--- src/rtl/os_sa_pkg.sv ---
// Shared constants for the output-stationary systolic array: sizing defaults,
// accumulator width derivation and the result-drain state encoding.
package os_sa_pkg;

    localparam int DEF_WIDTH     = 16;
    localparam int DEF_ROWS      = 8;
    localparam int DEF_FLUSH_CYC = 3;

    function automatic int acc_w(input int width);
        return 2 * width;
    endfunction

    localparam int DEF_ACC_W = acc_w(DEF_WIDTH);

    // Kept as plain 2-bit constants so older tooling downstream can consume them.
    typedef logic [1:0] drain_state_t;
    localparam drain_state_t ST_IDLE    = 2'd0;
    localparam drain_state_t ST_FLUSH   = 2'd1;
    localparam drain_state_t ST_CAPTURE = 2'd2;
    localparam drain_state_t ST_SEND    = 2'd3;

endpackage

--- src/rtl/os_result_drain_if.sv ---
// Valid/ready result stream from the drain engine toward the output buffer.
interface os_result_drain_if
    import os_sa_pkg::*;
#(
    parameter int ACC_W = DEF_ACC_W,
    parameter int IDX_W = 3
);

    logic [ACC_W-1:0] OUT_DATA;
    logic [IDX_W-1:0] OUT_IDX;
    logic             OUT_VALID;
    logic             OUT_READY;
    logic             OUT_LAST;

    modport master (
        output OUT_DATA,
        output OUT_IDX,
        output OUT_VALID,
        output OUT_LAST,
        input  OUT_READY
    );

    modport slave (
        input  OUT_DATA,
        input  OUT_IDX,
        input  OUT_VALID,
        input  OUT_LAST,
        output OUT_READY
    );

endinterface

--- src/rtl/os_result_drain.sv ---
// Unloads one PE column: waits out the MAC pipeline, snapshots every accumulator,
// clears the PEs and streams the snapshot out one result per beat.
module os_result_drain
    import os_sa_pkg::*;
#(
    parameter int WIDTH     = DEF_WIDTH,
    parameter int ROWS      = DEF_ROWS,
    parameter int FLUSH_CYC = DEF_FLUSH_CYC,
    localparam int ACC_W    = acc_w(WIDTH),
    localparam int IDX_W    = (ROWS > 1) ? $clog2(ROWS) : 1
) (
    input  logic                  CLK,
    input  logic                  RST,
    input  logic                  START,
    input  logic [ROWS*ACC_W-1:0] MAC_IN,
    output logic                  ACC_CLR,
    output logic                  BUSY,
    output logic                  DONE,
    output logic                  ERR_OVERRUN,
    os_result_drain_if.master     out_if
);

    localparam int CNT_W = (FLUSH_CYC > 1) ? $clog2(FLUSH_CYC) : 1;
    localparam logic [CNT_W-1:0] FLUSH_LOAD = (FLUSH_CYC > 0) ? CNT_W'(FLUSH_CYC - 1) : '0;
    localparam logic [IDX_W-1:0] LAST_IDX   = IDX_W'(ROWS - 1);

    drain_state_t          state;
    logic [CNT_W-1:0]      flush_cnt;
    logic [IDX_W-1:0]      idx;
    logic [ROWS*ACC_W-1:0] shadow;
    logic                  done_q;
    logic                  err_q;
    logic                  send_valid;
    logic                  handshake;
    logic                  last_row;

    assign send_valid = (state == ST_SEND);
    assign handshake  = send_valid & out_if.OUT_READY;
    assign last_row   = (idx == LAST_IDX);

    // START is only honoured from IDLE; the DONE cycle is already IDLE, so a
    // back-to-back tile starts cleanly there.
    always_ff @(posedge CLK) begin
        if (RST) begin
            state     <= ST_IDLE;
            flush_cnt <= '0;
            idx       <= '0;
            shadow    <= '0;
            done_q    <= 1'b0;
            err_q     <= 1'b0;
        end else begin
            done_q <= 1'b0;
            if (START && (state != ST_IDLE)) begin
                err_q <= 1'b1;
            end
            case (state)
                ST_IDLE: begin
                    if (START) begin
                        if (FLUSH_CYC == 0) begin
                            state <= ST_CAPTURE;
                        end else begin
                            state     <= ST_FLUSH;
                            flush_cnt <= FLUSH_LOAD;
                        end
                    end
                end
                ST_FLUSH: begin
                    if (flush_cnt == '0) begin
                        state <= ST_CAPTURE;
                    end else begin
                        flush_cnt <= flush_cnt - 1'b1;
                    end
                end
                ST_CAPTURE: begin
                    shadow <= MAC_IN;
                    idx    <= '0;
                    state  <= ST_SEND;
                end
                ST_SEND: begin
                    if (handshake) begin
                        if (last_row) begin
                            state  <= ST_IDLE;
                            done_q <= 1'b1;
                        end else begin
                            idx <= idx + 1'b1;
                        end
                    end
                end
                default: state <= ST_IDLE;
            endcase
        end
    end

    // Stream outputs are forced to zero outside SEND so idle/reset shows a clean bus.
    assign out_if.OUT_VALID = send_valid;
    assign out_if.OUT_DATA  = send_valid ? shadow[int'(idx)*ACC_W +: ACC_W] : '0;
    assign out_if.OUT_IDX   = send_valid ? idx : '0;
    assign out_if.OUT_LAST  = send_valid & last_row;

    assign ACC_CLR     = (state == ST_CAPTURE);
    assign BUSY        = (state != ST_IDLE);
    assign DONE        = done_q;
    assign ERR_OVERRUN = err_q;

endmodule

--- src/flat_wrapper.sv ---
// flat-port wrapper written by rule: the top's interface ports become plain ports
module os_result_drain_flat import os_sa_pkg::*;
#(
    parameter int WIDTH     = DEF_WIDTH,
    parameter int ROWS      = DEF_ROWS,
    parameter int FLUSH_CYC = DEF_FLUSH_CYC,
    localparam int ACC_W    = acc_w(WIDTH),
    localparam int IDX_W    = (ROWS > 1) ? $clog2(ROWS) : 1
)
  (CLK, RST, START, MAC_IN, ACC_CLR, BUSY, DONE, ERR_OVERRUN, out_if_OUT_DATA, out_if_OUT_IDX, out_if_OUT_VALID, out_if_OUT_LAST, out_if_OUT_READY);
  os_result_drain_if #(.ACC_W((DEF_ACC_W)), .IDX_W(($clog2(ROWS)))) out_if_i ();
  input  logic CLK;
  input  logic RST;
  input  logic START;
  input  logic [ROWS*ACC_W-1:0] MAC_IN;
  output logic ACC_CLR;
  output logic BUSY;
  output logic DONE;
  output logic ERR_OVERRUN;
  output wire logic [$bits(out_if_i.OUT_DATA)-1:0] out_if_OUT_DATA;
  output wire logic [$bits(out_if_i.OUT_IDX)-1:0] out_if_OUT_IDX;
  output wire logic [$bits(out_if_i.OUT_VALID)-1:0] out_if_OUT_VALID;
  output wire logic [$bits(out_if_i.OUT_LAST)-1:0] out_if_OUT_LAST;
  input wire logic [$bits(out_if_i.OUT_READY)-1:0] out_if_OUT_READY;
  assign out_if_OUT_DATA = out_if_i.OUT_DATA;
  assign out_if_OUT_IDX = out_if_i.OUT_IDX;
  assign out_if_OUT_VALID = out_if_i.OUT_VALID;
  assign out_if_OUT_LAST = out_if_i.OUT_LAST;
  assign out_if_i.OUT_READY = out_if_OUT_READY;
  os_result_drain #(.WIDTH(WIDTH), .ROWS(ROWS), .FLUSH_CYC(FLUSH_CYC)) u_core (.CLK(CLK), .RST(RST), .START(START), .MAC_IN(MAC_IN), .ACC_CLR(ACC_CLR), .BUSY(BUSY), .DONE(DONE), .ERR_OVERRUN(ERR_OVERRUN), .out_if(out_if_i));
endmodule
--- config.mk ---
export PLATFORM = sky130hd
export DESIGN_NAME = os_result_drain_flat
export DESIGN_NICKNAME = d
export VERILOG_FILES = /design/src/rtl/os_sa_pkg.sv /design/src/rtl/os_result_drain_if.sv /design/src/rtl/os_result_drain.sv /design/src/flat_wrapper.sv
export SDC_FILE = /design/constraint.sdc
export NUM_CORES = 1
export LEC_CHECK = 0
export ABC_AREA = 0
export CAP_MARGIN = 20
export CORE_MARGIN = 5
export CORE_UTILIZATION = 53
export CTS_CLUSTER_SIZE = 30
export DETAILED_ROUTE_END_ITERATION = 8
export PLACE_DENSITY = 0.86
export SYNTH_ARGS = -nofsm -noshare
export SYNTH_HDL_FRONTEND = slang
export SYNTH_SLANG_ARGS = --single-unit
--- constraint.sdc ---
create_clock -name CLK -period 3.9 [get_ports CLK]
set_clock_uncertainty 0.05 [all_clocks]
set_input_delay 0.585 -clock CLK [delete_from_list [all_inputs] [get_ports CLK]]
set_output_delay 0.585 -clock CLK [all_outputs]
set_load 0.02 [all_outputs]
==> summary.txt <==
Run status
  • Outcome: complete, no violations

Synthesis
  • Post-synth top flop: sky130_fd_sc_hd__dfxtp_1
  • Synthesized-area fraction occupied by adder cells: 0.874%
  • Yosys top cell by area: sky130_fd_sc_hd__dfxtp_1
  • Most common cell in the synthesized netlist: sky130_fd_sc_hd__nor2_1
  • Per-instance average area after synthesis: 11.1 um^2
  • Number of enable-type register cells in the synthesized netlist: 0
  • Synth Net Count: 1,304
  • Area share of the leading cell type in the synthesized netlist: 46.3%
  • Fraction of synthesized cell area in xor and xnor cells: 0%
  • Number of warnings issued by yosys: 0
  • Number of distinct library cells after synthesis: 24
  • Cell area after technology mapping: 11,400 um^2
  • Most area-consuming cells after synthesis: sky130_fd_sc_hd__dfxtp_1 (46%), sky130_fd_sc_hd__mux2i_1 (25%), sky130_fd_sc_hd__mux4_2 (13%)
  • Proportion of synthesized chip area in sequential cells: 46.3%
  • Synth top cells by count: sky130_fd_sc_hd__nor2_1 (294), sky130_fd_sc_hd__mux2i_1 (289), sky130_fd_sc_hd__dfxtp_1 (265), sky130_fd_sc_hd__mux4_2 (64), sky130_fd_sc_hd__buf_2 (39)
  • Main combinational cell family by area after synthesis: multiplexers
  • Share of the synthesized area in compound gates (AO/OA/AOI/OAI): 0.678%
  • Yosys reg bits: 265
  • Share of flip-flops with an asynchronous set or reset: 0%
  • Post-Synth Simple-Gate Area: 10.4%
  • Post-synthesis instance total: 1,036
  • Share of synthesized area spent on multiplexers: 37.9%

Setup path
  • Worst Setup Start Kind: flip-flop
  • Worst path arrival time: 2.87 ns
  • Required time worst endpoint: 3.26 ns
  • Largest stage delay, worst path: 0.65 ns
  • CP Cell Sequence: buf_12 > mux4_2 > mux2i_1 > nor2_1 > clkdlybuf4s50_1
  • Maximum fanout count along the critical path: 29
  • Buffers plus inverters on the worst setup path: 2
  • Critical path class: flip-flop to output port
  • Category of the worst setup path capture point: output port
  • Master of the slowest instance on the critical path: sky130_fd_sc_hd__dfxtp_4
  • Register-to-register path setup slack: 1.47 ns
  • Top delay family on crit path: buffers and inverters

Pwr
  • Clock power frac: 32.1%
  • Portion of total power attributed to sequential cells: 39.5%
  • Leakage power: 5.40 nW
  • Switching power summed over all nets: 2.48 mW
  • Design internal power: 6.13 mW
  • Combinational Power Share: 28.4%
  • Maximum vdd ir drop: 0.460 mV
  • PwrDens: 553 nW/um^2
  • Total chip power: 8.60 mW
  • Switching fraction of total power: 28.8%

CTS
  • Clock insertion delay at the later pin of the skew report: 0.53 ns
  • Clock tree from TritonCTS: done
  • TritonCTS buffer count: 28
  • Count of instances resized after the clock tree is built: 0
  • Clock transition at the register clock pins on the worst setup and hold paths after CTS: 0.06 ns
  • Number of buffers added to fix hold violations after cts: 0
  • Post-CTS setup repair buffer count: 0
  • CTS root buf: sky130_fd_sc_hd__clkbuf_16
  • Buffer depth of the longest clock path: 3
  • # H-tree levels: 1
  • Total clock sinks: 265

Layout
  • Share of the core filled with cells: 73.5%
  • Post-route insts no fill: 1,597
  • Area growth from synthesis to final layout: 35.8%
  • Share of cells above drive strength 1: 9.86%
  • Total non-filler cell area in the finished layout: 15,500 um^2
  • Nets: 1,565

STA
  • Final setup violation count: 0
  • Unrepaired setup endpoints after global routing: false
  • Min Hold Slack: 0.408 ns
  • Setup WS post-layout: 0.396 ns
  • Share of the clock period used by the worst path: 89.8%
  • Minimum period implied by the final worst setup slack: 3.50 ns
  • Number of hold-slack violations in the final timing report: 0
  • Post-Route Setup TNS: 0 ns
  • Fin. max-slew vios: 0
  • Highest clock rate: 0.285 GHz
  • Tightest slew margin relative to the limit: 43.0%
  • Slew at the pin with the worst max-slew slack: 0.856 ns

Routing
  • Antenna Nets Post-Route: 0
  • DRC violation total after the first TritonRoute iteration: 449
  • # DRC: 0
  • Number of iterations in the first detailed-routing pass: 5
  • Detailed-route vias per instance: 5.37
  • Routed wire per std cell: 19.1 um
  • Routed wire length: 30.6 mm
  • Total vias in the final route: 8,569

Global route
  • Wire length of the first global-routing pass: 47.1 mm
  • Gr usage total: 23.8%
  • Pin count of the biggest net entering global routing: 115
  • Number of global-route vias before repair: 8,871
  • Number of antenna violations at the first check in global routing: 4
  • Total grt overflow: 0

Placement
  • Number of instances in the placed design: 1,542
  • RD Place Congestion: 0.858
  • Area of placed instances: 14,600 um^2
  • Placed wire-length estimate after detailed placement: 21.2 mm
  • Dpl ws: 0.910 ns
  • Buffers on Ports: 300

Floorplan
  • Boundary pin count: 301
  • Number of rows in the core area: 53
  • Die Width: 157 um
  • Floorplan die height: 157 um
  • Area enclosed by the die boundary: 24,600 um^2
  • Starting density of the core: 54.1%
  • Core box area: 21,200 um^2

Hold path
  • Class of the tightest hold or removal check: input pin to flip-flop

Job
  • Max-cap violations: 0
## power by group through the flow
stage | Sequential (mW) | Clock (mW) | Combinational (mW)
floorplan | 3.35 | 0 | 1.86
global placement | 3.44 | 0 | 2.34
detailed placement | 3.45 | 0 | 2.42
CTS | 3.40 | 2.80 | 2.45
global route | 3.45 | 2.92 | 2.65
finish | 3.40 | 2.76 | 2.44
## routing by layer
| metal | wire length [um] | global-route usage, % | vias up |
|---|---|---|---|
| li1 | - | - | 4112 |
| met1 | 12600 | 30.4 | 4138 |
| met2 | 15100 | 40.5 | 261 |
| met3 | 1950 | 5.09 | 56 |
| met4 | 922 | 7.52 | 2 |
| met5 | 13 | 0 | - |
## sequential cells by signal, indices dropped and copies added, names as in the netlist
| signal | count |
|---|---|
| u_core.idx | 3 |
| u_core.DONE | 1 |
| u_core.ERR_OVERRUN | 1 |
| u_core.state | 2 |
| u_core.shadow | 256 |
| u_core.flush_cnt | 2 |
## final timing paths
check / start / endpoint / cells past startpoint
worst min register to register: u_core.flush_cnt[0]$_SDFFE_PP0P_ / u_core.flush_cnt[0]$_SDFFE_PP0P_ / 2
worst max register to register: u_core.idx[0]$_SDFFE_PP0P_ / u_core.state[0]$_SDFFE_PP0P_ / 7
worst min-delay path: RST / u_core.shadow[89]$_SDFFE_PP0P_ / 2
worst max-delay path: u_core.idx[0]$_SDFFE_PP0P_ / out_if_OUT_DATA[14] / 5
## cells by family after synthesis
family | count (synthesis)
flip-flops | 265
buffers and inverters | 88
AO/OA/AOI/OAI | 12
adder cells (fa/ha/maj) | 8
multiplexers | 353
AND/OR/NAND/NOR | 310
## placed cells by master (no fill, tap or decap), types with 4 or more instances in the layout
cell type | synthesis | final
sky130_fd_sc_hd__nor2_1 | 294 | 294
sky130_fd_sc_hd__ha_1 | 8 | 7
sky130_fd_sc_hd__inv_1 | 7 | 7
sky130_fd_sc_hd__and2_1 | 4 | 4
sky130_fd_sc_hd__buf_12 | 2 | 6
sky130_fd_sc_hd__mux2i_1 | 289 | 289
sky130_fd_sc_hd__a21oi_1 | 5 | 5
sky130_fd_sc_hd__clkbuf_8 | 0 | 7
sky130_fd_sc_hd__nand2_1 | 6 | 6
sky130_fd_sc_hd__clkbuf_16 | 0 | 29
sky130_fd_sc_hd__mux4_2 | 64 | 64
sky130_fd_sc_hd__diode_2 | 0 | 4
sky130_fd_sc_hd__dfxtp_1 | 265 | 262
sky130_fd_sc_hd__buf_4 | 0 | 6
sky130_fd_sc_hd__clkinv_2 | 0 | 9
sky130_fd_sc_hd__clkdlybuf4s50_1 | 0 | 299
## cell type report
| type | count | area (um^2) |
|---|---|---|
| fill | 1506 | 5600 |
| clock inverter | 13 | 141 |
| timing repair buffer | 312 | 3170 |
| antenna | 4 | 10.0 |
| tap | 275 | 344 |
| multi-input combinational | 683 | 5720 |
| sequential | 265 | 5310 |
| clock buffer | 38 | 830 |
| inverter | 7 | 26.3 |
No activity file was read; power rests on OpenSTA's default activity.
